[src/rtl/mem_bist.sv]
// Self-contained memory BIST: 32x8 RAM, March C- sequencer, pattern generator,
// sticky comparator and BIST/functional memory-interface mux.
module mem_bist (
    input  logic       clk,
    input  logic       reset,
    input  logic       bist_en,
    input  logic       go_bist,
    output logic       cmp_out,
    output logic       cmp_en,
    output logic [7:0] data_out,
    output logic       bist_done,
    output logic [5:0] i,
    output logic [3:0] cs,
    output logic       test_pattern_gen_en,
    output logic [4:0] read_addr_out,
    output logic [4:0] write_addr_out,
    output logic [4:0] bistread_addr_in,
    output logic [4:0] bistwrite_addr_in,
    output logic [7:0] bistd_in,
    output logic [7:0] interface_data_out,
    output logic       bistwrite_en_in,
    output logic       bistread_en_in,
    output logic       write_en_out,
    output logic       read_en_out
);

    localparam logic [3:0] S_IDLE    = 4'd0;
    localparam logic [3:0] S_W0_UP   = 4'd1;
    localparam logic [3:0] S_R0W1_UP = 4'd2;
    localparam logic [3:0] S_R1W0_UP = 4'd3;
    localparam logic [3:0] S_R0W1_DN = 4'd4;
    localparam logic [3:0] S_R1W0_DN = 4'd5;
    localparam logic [3:0] S_R0_DN   = 4'd6;
    localparam logic [3:0] S_DONE    = 4'd7;

    logic [3:0] cs_q, cs_d;
    logic [5:0] i_q, i_d;
    logic       cmp_q, cmp_d;
    logic [7:0] dout_q;
    logic [7:0] mem_q [32];

    logic       rw_elem, elem_dn, last_addr;
    logic [4:0] addr_q, addr_step, next_start;
    logic [3:0] next_elem;
    logic [7:0] exp_data;

    // Element decode: direction, expected read value and next element start address
    assign addr_q     = i_q[4:0];
    assign rw_elem    = (cs_q >= S_R0W1_UP) && (cs_q <= S_R0_DN);
    assign elem_dn    = (cs_q >= S_R0W1_DN) && (cs_q <= S_R0_DN);
    assign last_addr  = elem_dn ? (addr_q == 5'd0) : (addr_q == 5'd31);
    assign addr_step  = elem_dn ? (addr_q - 5'd1) : (addr_q + 5'd1);
    assign next_elem  = cs_q + 4'd1;
    assign next_start = ((next_elem >= S_R0W1_DN) && (next_elem <= S_R0_DN)) ? 5'd31 : 5'd0;
    assign exp_data   = ((cs_q == S_R1W0_UP) || (cs_q == S_R1W0_DN)) ? 8'hFF : 8'h00;

    always_comb begin
        cs_d  = cs_q;
        i_d   = i_q;
        cmp_d = cmp_q;
        case (cs_q)
            S_IDLE: begin
                if (bist_en && go_bist) begin
                    cs_d  = S_W0_UP;
                    i_d   = 6'd0;
                    cmp_d = 1'b0;
                end
            end
            S_W0_UP: begin
                if (last_addr) begin
                    cs_d = S_R0W1_UP;
                    i_d  = 6'd0;
                end else begin
                    i_d = {1'b0, addr_step};
                end
            end
            S_R0W1_UP, S_R1W0_UP, S_R0W1_DN, S_R1W0_DN, S_R0_DN: begin
                if (!i_q[5]) begin
                    i_d = {1'b1, addr_q};
                end else if (last_addr) begin
                    cs_d = next_elem;
                    i_d  = {1'b0, next_start};
                end else begin
                    i_d = {1'b0, addr_step};
                end
            end
            S_DONE: begin
                if (!go_bist) begin
                    cs_d = S_IDLE;
                    i_d  = 6'd0;
                end
            end
            default: begin
                cs_d = S_IDLE;
                i_d  = 6'd0;
            end
        endcase
        if (cmp_en && (dout_q != exp_data))
            cmp_d = 1'b1;
        // Losing bist_en mid-test abandons the pass without flagging done
        if ((cs_q != S_IDLE) && !bist_en) begin
            cs_d = S_IDLE;
            i_d  = 6'd0;
        end
    end

    always_ff @(posedge clk or posedge reset) begin
        if (reset) begin
            cs_q  <= S_IDLE;
            i_q   <= 6'd0;
            cmp_q <= 1'b0;
        end else begin
            cs_q  <= cs_d;
            i_q   <= i_d;
            cmp_q <= cmp_d;
        end
    end

    // BIST-side request generation
    assign bistread_en_in    = rw_elem && !i_q[5];
    assign cmp_en            = rw_elem && i_q[5];
    assign bistwrite_en_in   = (cs_q == S_W0_UP) || (rw_elem && i_q[5] && (cs_q != S_R0_DN));
    assign bistd_in          = ((cs_q == S_R0W1_UP) || (cs_q == S_R0W1_DN)) ? 8'hFF : 8'h00;
    assign bistread_addr_in  = addr_q;
    assign bistwrite_addr_in = addr_q;

    // Functional side is not modelled, so a deselected BIST path drives zeros
    assign read_addr_out      = bist_en ? bistread_addr_in  : 5'd0;
    assign write_addr_out     = bist_en ? bistwrite_addr_in : 5'd0;
    assign interface_data_out = bist_en ? bistd_in          : 8'd0;
    assign write_en_out       = bist_en && bistwrite_en_in;
    assign read_en_out        = bist_en && bistread_en_in;

    always_ff @(posedge clk) begin
        if (write_en_out)
            mem_q[write_addr_out] <= interface_data_out;
    end

    always_ff @(posedge clk or posedge reset) begin
        if (reset)
            dout_q <= 8'd0;
        else if (read_en_out)
            dout_q <= mem_q[read_addr_out];
    end

    assign cmp_out             = cmp_q;
    assign data_out            = dout_q;
    assign bist_done           = (cs_q == S_DONE);
    assign i                   = i_q;
    assign cs                  = cs_q;
    assign test_pattern_gen_en = (cs_q >= S_W0_UP) && (cs_q <= S_R0_DN);

endmodule

[config.mk]
export PLATFORM = sky130hd
export DESIGN_NAME = mem_bist
export DESIGN_NICKNAME = d
export VERILOG_FILES = /design/src/rtl/mem_bist.sv
export SDC_FILE = /design/constraint.sdc
export NUM_CORES = 1
export LEC_CHECK = 0
export BUFFER_PORTS_ARGS = -buffer_cell sky130_fd_sc_hd__buf_4
export CAP_MARGIN = 20
export CORE_MARGIN = 2
export CORE_UTILIZATION = 30
export CTS_CLUSTER_SIZE = 24
export DETAILED_ROUTE_END_ITERATION = 10
export GPL_ROUTABILITY_DRIVEN = 0
export PLACE_DENSITY_LB_ADDON = 0.15
export RECOVER_POWER = 50
export SKIP_CTS_REPAIR_TIMING = 1
export SYNTH_ARGS = -nofsm -noshare
export SYNTH_HDL_FRONTEND = slang
export SYNTH_SLANG_ARGS = --single-unit
[constraint.sdc]
create_clock -name clk -period 10 [get_ports clk]
set_clock_uncertainty 0.15 [all_clocks]
set_input_delay 1 -clock clk [delete_from_list [all_inputs] [get_ports clk]]
set_output_delay 1 -clock clk [all_outputs]
set_load 0.05 [all_outputs]
==> qor.yml, run 1 <==
run_status:
  outcome: "completed"
place:
  placed_cells: 448
  dp_hpwl_mm: 5.08
  numPortBuffers: 65
  dp_slack_ns: 6.77
  dpl-instance-area_mm2: 0.00326
global_route:
  track_usage_pct: 13.7
  antenna_found_initial: 0
  grt_pass1_vias: 2036
  grt_pass1_wl_mm: 11.0
  grt-ovfl-total: 0
  grt_max_degree: 41
setup_path:
  r2r_cells: 9
  cpPeakStageDelay_ns: 1.07
  reg2reg_from: "cs[3]"
  cpMostUsedCell: "clkbuf_1"
  r2r-end: "i[4]"
  cp.arrival_ns: 2.93
  crit_required_ns: 8.85
  worstSetupPathType: "flop to output pin"
  crit_slowest_cell: "clkbuf_1"
  crit_path_max_fanout: 40
  worst_setup_path_start_kind: "flop"
  r2r_setup_slack_ns: 7.00
  cp-end-kind: "output pin"
  path_cells: "clkbuf_1 -> nor3_2 -> clkbuf_1 -> buf_4"
clocking:
  cts_buffers: 5
  cts_tree: "done"
  cts.sinks: 44
  worstSkewPairLatency_ns: 0.29
  cts_max_level: 2
  path_clk_slew_ns: 0.08
  clk_path_buf_depth: 2
  cts_root_buf: "clkbuf_8"
sta:
  worst_pin_slew_ns: 1.45
  fin_tns_setup_ns: 0
  final_max_slew_viol_count: 0
  setup_viol: 0
  rsz0062_at_grt: "no"
  setup_ws_ns: 5.92
  fmax_mhz: 245
  fin_crit_sh_pct: 40.8
  fin_crit_ns: 4.08
  max_slew_margin_pct: 3.31
  hold_viol: 0
floorplanning:
  core-area_mm2: 0.00959
  die_h_um: 103
  die_w_um: 103
  io_pins: 66
  die-area_mm2: 0.0105
  row_count: 36
  start_util_pct: 30.5
synth:
  synth_edf_count: 32
  ys.flop_type: "edfxtp_1"
  synth_compound_area_share_pct: 15.2
  synth_warnings: 0
  syn-num-nets: 306
  synthMuxAreaShare_pct: 5.22
  syn_avg_cell_area_um2: 9.90
  synth_fa_ha_area_share_pct: 3.00
  ys_types: 65
  synth-xor-area-share_pct: 0.899
  async_reset_ff_share_pct: 27.3
  synth_top_family_by_area: "simple AND/OR/NAND/NOR gates"
  ys_ff_latch: 44
  syn_area_mm2: 0.00292
  yosys.area_share.simple_pct: 18.3
  ys_seq_area_share_pct: 43.2
  syn_inst: 295
pwr:
  power.share.switching_pct: 56.8
  comb_power_share_pct: 66.5
  power_leakage_nw: 1.25
  p_clk_share_pct: 9.8
  switching_power_uw: 629
  irDropWorstVdd_v: 0.000152
  power_density_mw_per_mm2: 342
  power.internal_uw: 478
  seq_power_share_pct: 23.7
worst_hold_path:
  worstHoldEndpoint: "cmp_out"
  hp-class: "flop to flop"
  hold_start: "cmp_out"
  min_path_cells: 1
routing:
  first_pass_iters: 4
  via_per_inst: 4.89
  wl_per_cell_um: 15.6
  route.met3.wl_um: 359
  highest_layer: "met4"
  wl_met1_mm: 3.30
  vias: 2228
  wl_met2_mm: 3.40
  drt-total-wl_mm: 7.13
  ant_nets: 0
  drtIter0Drc: 119
  remaining_drc_errors: 0
final_layout:
  finalNonFillerCells: 456
  fin_nets: 333
  multi_input_area_mm2: 0.00125
  drive_gt1_share_pct: 21.1
  regArea_mm2: 0.00126
  area_growth_syn_to_layout_pct: 10.8
  fin_util_pct: 33.7
  diodes: 0
  design_area_mm2: 0.00324
  layout_common_cells: "44 x nor2_1, 40 x buf_4, 32 x edfxtp_1"
  final_common_cell: "nor2_1"
  nFillCells: 1045
job:
  maxCapViolations: 0
-- synthesized netlist by cell type (2+ instances only) --
library cell  number  share of area [%]
buf_2              7                1.2
mux4_2             2                1.5
nand2_1           19                2.4
o31ai_1            4                1.0
nor2_1            44                5.7
and3_1             4               0.86
and3b_1            2               0.60
nand2b_1           4               0.86
o211ai_1           3               0.77
nand3_1           10                1.7
o31a_1             2               0.60
a21o_1             2               0.51
o22ai_1            4               0.86
a221oi_2           2                1.0
a2111oi_0          2               0.60
o32ai_1            2               0.60
nor3_1             8                1.4
ha_1               7                3.0
nor4_1             2               0.43
inv_1             15                1.9
or3_1              2               0.43
o21ai_2            2               0.60
mux2_2             2               0.77
a221oi_1           3               0.90
a211oi_1           3               0.77
dfrtp_1           12                 10
edfxtp_1          32                 33
buf_4             38                9.8
buf_6              2               0.77
mux2i_1            7                2.4
xnor2_1            2               0.60
o21ai_0            8                1.4
a21oi_1            5               0.86
-- kinds of logic (layout without fill, tap and decap cells) --
logic type | Yosys count | count (layout)
buffers and inverters | 66 | 94
AO/OA/AOI/OAI | 56 | 56
adder cells (fa/ha/maj) | 7 | 7
XOR/XNOR | 3 | 3
flip-flops | 44 | 44
multiplexers | 12 | 12
AND/OR/NAND/NOR | 107 | 107
-- worst max-delay path: cells and delay by family, from the launching register on --
family	cells	cell delay [ns]
buffers and inverters	3	1.94
DFF	1	0.36
and+or+nand+nor	1	0.31
-- area by class of cell --
type	instances	area share (%)
Sequential cell	44	39.0
Clock buffer	6	2.24
Inverter	17	1.97
Multi-Input combinational cell	185	38.5
Tap cell	133	5.14
Clock inverter	2	0.387
Timing Repair Buffer	69	12.8
-- registers in the layout (all words and copies together), names as in the netlist --
register	cells
cs	4
data_out	1
cmp_out	1
i	6
mem_q	32
-- worst max path at each step --
stage,end,start,cells after the start,slack (ns)
6_report,interface_data_out[6],cs[3],4,5.92
5_1_grt,interface_data_out[3],cs[3],4,5.57
4_1_cts,write_en_out,cs[1],6,6.61
3_5_place_dp,interface_data_out[6],bist_en,5,6.77
3_3_place_gp,interface_data_out[5],bist_en,5,6.80
2_1_floorplan,interface_data_out[1],cs[3],5,4.51
-- power by group through the flow --
| stage | sequential (mW) | combinational [mW] | clock [mW] |
|---|---|---|---|
| floorplan | 0.303 | 0.605 | 0 |
| global placement | 0.266 | 0.774 | 0 |
| detailed placement | 0.267 | 0.770 | 0 |
| CTS | 0.263 | 0.773 | 0.114 |
| global route | 0.269 | 0.786 | 0.121 |
| finish | 0.262 | 0.735 | 0.109 |
-- per-layer routing --
metal	vias up	track usage, %
met5	-	0
met1	1076	18.9
met2	63	22.4
li1	1085	-
met3	4	2.44
met4	0	3.38
-- per-stage QoR --
stage	hold slack [ns]	power (mW)
after global placement	0.352	1.04
after CTS	0.369	1.15
after floorplan	0.610	0.908
after detailed placement	0.348	1.04
after global routing	0.400	1.18
final	0.360	1.11
(Power assumes the default switching activity.)
==> run 2: changes to the inputs <==
--- a/config.mk
+++ b/config.mk
@@ -5,6 +5,7 @@
 export SDC_FILE = /design/constraint.sdc
 export NUM_CORES = 1
 export LEC_CHECK = 0
+export ABC_AREA = 1
 export BUFFER_PORTS_ARGS = -buffer_cell sky130_fd_sc_hd__buf_4
 export CAP_MARGIN = 20
 export CORE_MARGIN = 2
==> constraint.sdc (replaced) <==
create_clock -name clk -period 4.1 [get_ports clk]
set_clock_uncertainty 0.15 [all_clocks]
set_input_delay 0.41 -clock clk [delete_from_list [all_inputs] [get_ports clk]]
set_output_delay 0.41 -clock clk [all_outputs]
set_load 0.05 [all_outputs]
==> qor.yml, run 2 <==
run_status:
  outcome: "finished with violations"  # was completed
  violations: "negative hold slack"
synth:
  syn_area_mm2: 0.00303  # was 0.00292 mm²
  post-synth-top-count-cell: "nand2_1"  # was nor2_1
  synth_edf_count: 32  # unchanged
  synth_top_area_share_pct: 31.7  # was 32.9%
  ys_ff_latch: 44  # unchanged
  syn-num-nets: 390  # was 306
  synth_warnings: 0  # unchanged
  async_reset_ff_share_pct: 27.3  # unchanged
  syn_inst: 379  # was 295
  synthTopCellsByCount: "121 x nand2_1, 38 x nand3_1, 37 x nor2_1, 36 x buf_4, 32 x edfxtp_1"  # was 44 x nor2_1, 38 x buf_4, 32 x edfxtp_1, 19 x nand2_1, 15 x inv_1
  synth_area_leaders: "edfxtp_1 32%, nand2_1 15%, dfrtp_1 9.9%"  # was edfxtp_1 33%, dfrtp_1 10%, buf_4 9.8%
  ys.flop_type: "edfxtp_1"  # unchanged
  ys_types: 30  # was 65
  syn_avg_cell_area_um2: 7.99  # was 9.90 µm²
  synth_area_leader_cell: "edfxtp_1"  # unchanged
  ys_seq_area_share_pct: 41.6  # was 43.2%
sta:
  hold_slack_ns: -0.0125  # was 0.360 ns
  setup_viol: 0  # unchanged
  hold_viol: 12  # was 0
  worst_pin_slew_ns: 1.03  # was 1.45 ns
  fin_tns_setup_ns: 0  # unchanged
  final_max_slew_viol_count: 0  # unchanged
  rsz0062_at_grt: "no"  # unchanged
  fin_crit_sh_pct: 74.4
  fin_crit_ns: 3.05
  fmax_mhz: 328
  max_slew_margin_pct: 31.2  # was 3.31%
routing:
  remaining_drc_errors: 0  # unchanged
  drt-total-wl_mm: 7.29  # was 7.13 mm
  first_pass_iters: 4  # unchanged
  wl_per_cell_um: 13.5  # was 15.6 µm
  vias: 2436  # was 2228
  ant_nets: 0  # unchanged
  via_per_inst: 4.49  # was 4.89
  drtIter0Drc: 84  # was 119
global_route:
  track_usage_pct: 13.8  # was 13.7%
  grt-ovfl-total: 0  # unchanged
  antenna_found_initial: 0  # unchanged
  grt_max_degree: 23  # was 41
  grt_pass1_wl_mm: 12.0  # was 11.0 mm
  grt_pass1_vias: 2313  # was 2036
setup_path:
  r2r_cells: 10  # was 9
  worstSetupPathType: "flop to output pin"  # unchanged
  cp-end-kind: "output pin"  # unchanged
  crit_required_ns: 3.54  # was 8.85 ns
  cp.arrival_ns: 2.49  # was 2.93 ns
  worst_setup_path_start_kind: "flop"  # unchanged
  crit_path_max_fanout: 21  # was 40
final_layout:
  area_growth_syn_to_layout_pct: 8.72  # was 10.8%
  drive_gt1_share_pct: 17.4  # was 21.1%
  fin_nets: 419  # was 333
  fin_util_pct: 33.7  # about the same
  largest-register: "mem_q"  # unchanged
  diodes: 0  # unchanged
  design_area_mm2: 0.00329  # was 0.00324 mm²
  final_common_cell: "nand2_1"  # was nor2_1
  largest_reg_flops: 32  # unchanged
  finalNonFillerCells: 542  # was 456
  layout_common_cells: "124 x nand2_1, 42 x nor2_1, 39 x nand3_1"  # was 44 x nor2_1, 40 x buf_4, 32 x edfxtp_1
pwr:
  power_leakage_nw: 1.49  # was 1.25 nW
  irDropWorstVdd_v: 0.000260  # was 0.000152 V
  switching_power_mw: 1.26  # was 629 µW
  power.internal_uw: 997  # was 478 µW
  seq_power_share_pct: 26.1  # was 23.7%
  comb_power_share_pct: 58.5  # was 66.5%
  p_clk_share_pct: 15.4  # was 9.8%
  power_density_mw_per_mm2: 686  # was 342 mW/mm²
  power.share.switching_pct: 55.9  # was 56.8%
  totalPowerFinal_mw: 2.26  # was 1.11 mW
clocking:
  cts_buffers: 5  # unchanged
  cts_max_level: 2  # unchanged
  worstSkewPairLatency_ns: 0.30  # was 0.29 ns
  cts.sinks: 44  # unchanged
  clk_path_buf_depth: 2  # unchanged
  path_clk_slew_ns: 0.09  # was 0.08 ns
  cts_tree: "done"  # unchanged
  cts_root_buf: "clkbuf_8"  # unchanged
floorplanning:
  io_pins: 66  # unchanged
  core-area_mm2: 0.00977  # was 0.00959 mm²
  die_h_um: 104  # was 103 µm
  die-area_mm2: 0.0109  # was 0.0105 mm²
  start_util_pct: 31.0  # was 30.5%
  die_w_um: 104  # was 103 µm
  row_count: 36  # unchanged
job:
  maxCapViolations: 0  # unchanged
place:
  dpl-instance-area_mm2: 0.00338  # was 0.00326 mm²
  placed_cells: 534  # was 448
  dp_hpwl_mm: 5.28  # was 5.08 mm
  numPortBuffers: 65  # unchanged
worst_hold_path:
  hp-class: "input port to async pin"  # was flop to flop
==> run 2: critical path, cell delays in order (launching register included) <==
cell	delay (ns)
dfrtp_1	0.33
clkbuf_1	0.76
nand2_2	0.49
clkinv_1	0.35
buf_4	0.25
==> run 2: per-layer routing <==
metal	track usage (%)	share of wire [%]	wire (µm)	vias up
met5	0	0	0	-
met4	4.44	1.3	94	0
met3	2.19	4.9	355	6
met2	22.9	47	3430	56
met1	18.3	47	3410	1141
li1	-	-	-	1233
==> run 2: per-stage QoR <==
step / setup slack, ns / hold slack [ns]
after detailed placement: 1.62 / 0.327
after global placement: 1.65 / 0.328
after global routing: 0.769 / 0.0218
final: 1.05 / -0.0125
after CTS: 1.25 / -0.00371
after floorplan: 0.0816 / 0.125
==> run 2: kinds of logic (layout without fill, tap and decap cells) <==
| kind of cell | after synthesis | count (layout) | synth area share, % |
|---|---|---|---|
| simple gates | 233 | 233 | 36.3 |
| compound gates | 18 | 18 | 4.09 |
| flops | 44 | 44 | 41.6 |
| xor+xnor | 3 | 3 | 0.868 |
| fa+ha+maj | 7 | 7 | 2.89 |
| buf+inv | 74 | 104 | 14.2 |
==> run 2: layout make-up <==
class,count,area (µm²)
inverters,29,109
fillers,1102,6480
well taps,133,166
clock buffers,5,68.8
flip-flops and latches,44,1260
repair buffers,67,372
multi-input cells,261,1270
clock inverters,3,46.3
==> run 2: path summary, 6_finish.rpt <==
path                                     end     from  slack (ns)
setup / recovery           write_addr_out[0]     i[0]        1.05
hold / removal                         cs[1]    reset       -0.01
setup reg to reg                 mem_q[4][6]    cs[0]        1.20
hold reg to reg                      cmp_out  cmp_out        0.37
max in group asynchronous               i[0]    reset        3.47
min in group clk                     cmp_out  cmp_out        0.37
==> run 2: power groups by stage <==
| stage | sequential (mW) | combinational [mW] | clock [mW] |
|---|---|---|---|
| floorplan | 0.696 | 1.10 | 0 |
| global placement | 0.598 | 1.46 | 0 |
| detailed placement | 0.602 | 1.46 | 0 |
| CTS | 0.593 | 1.46 | 0.361 |
| global route | 0.599 | 1.43 | 0.378 |
| finish | 0.589 | 1.32 | 0.348 |
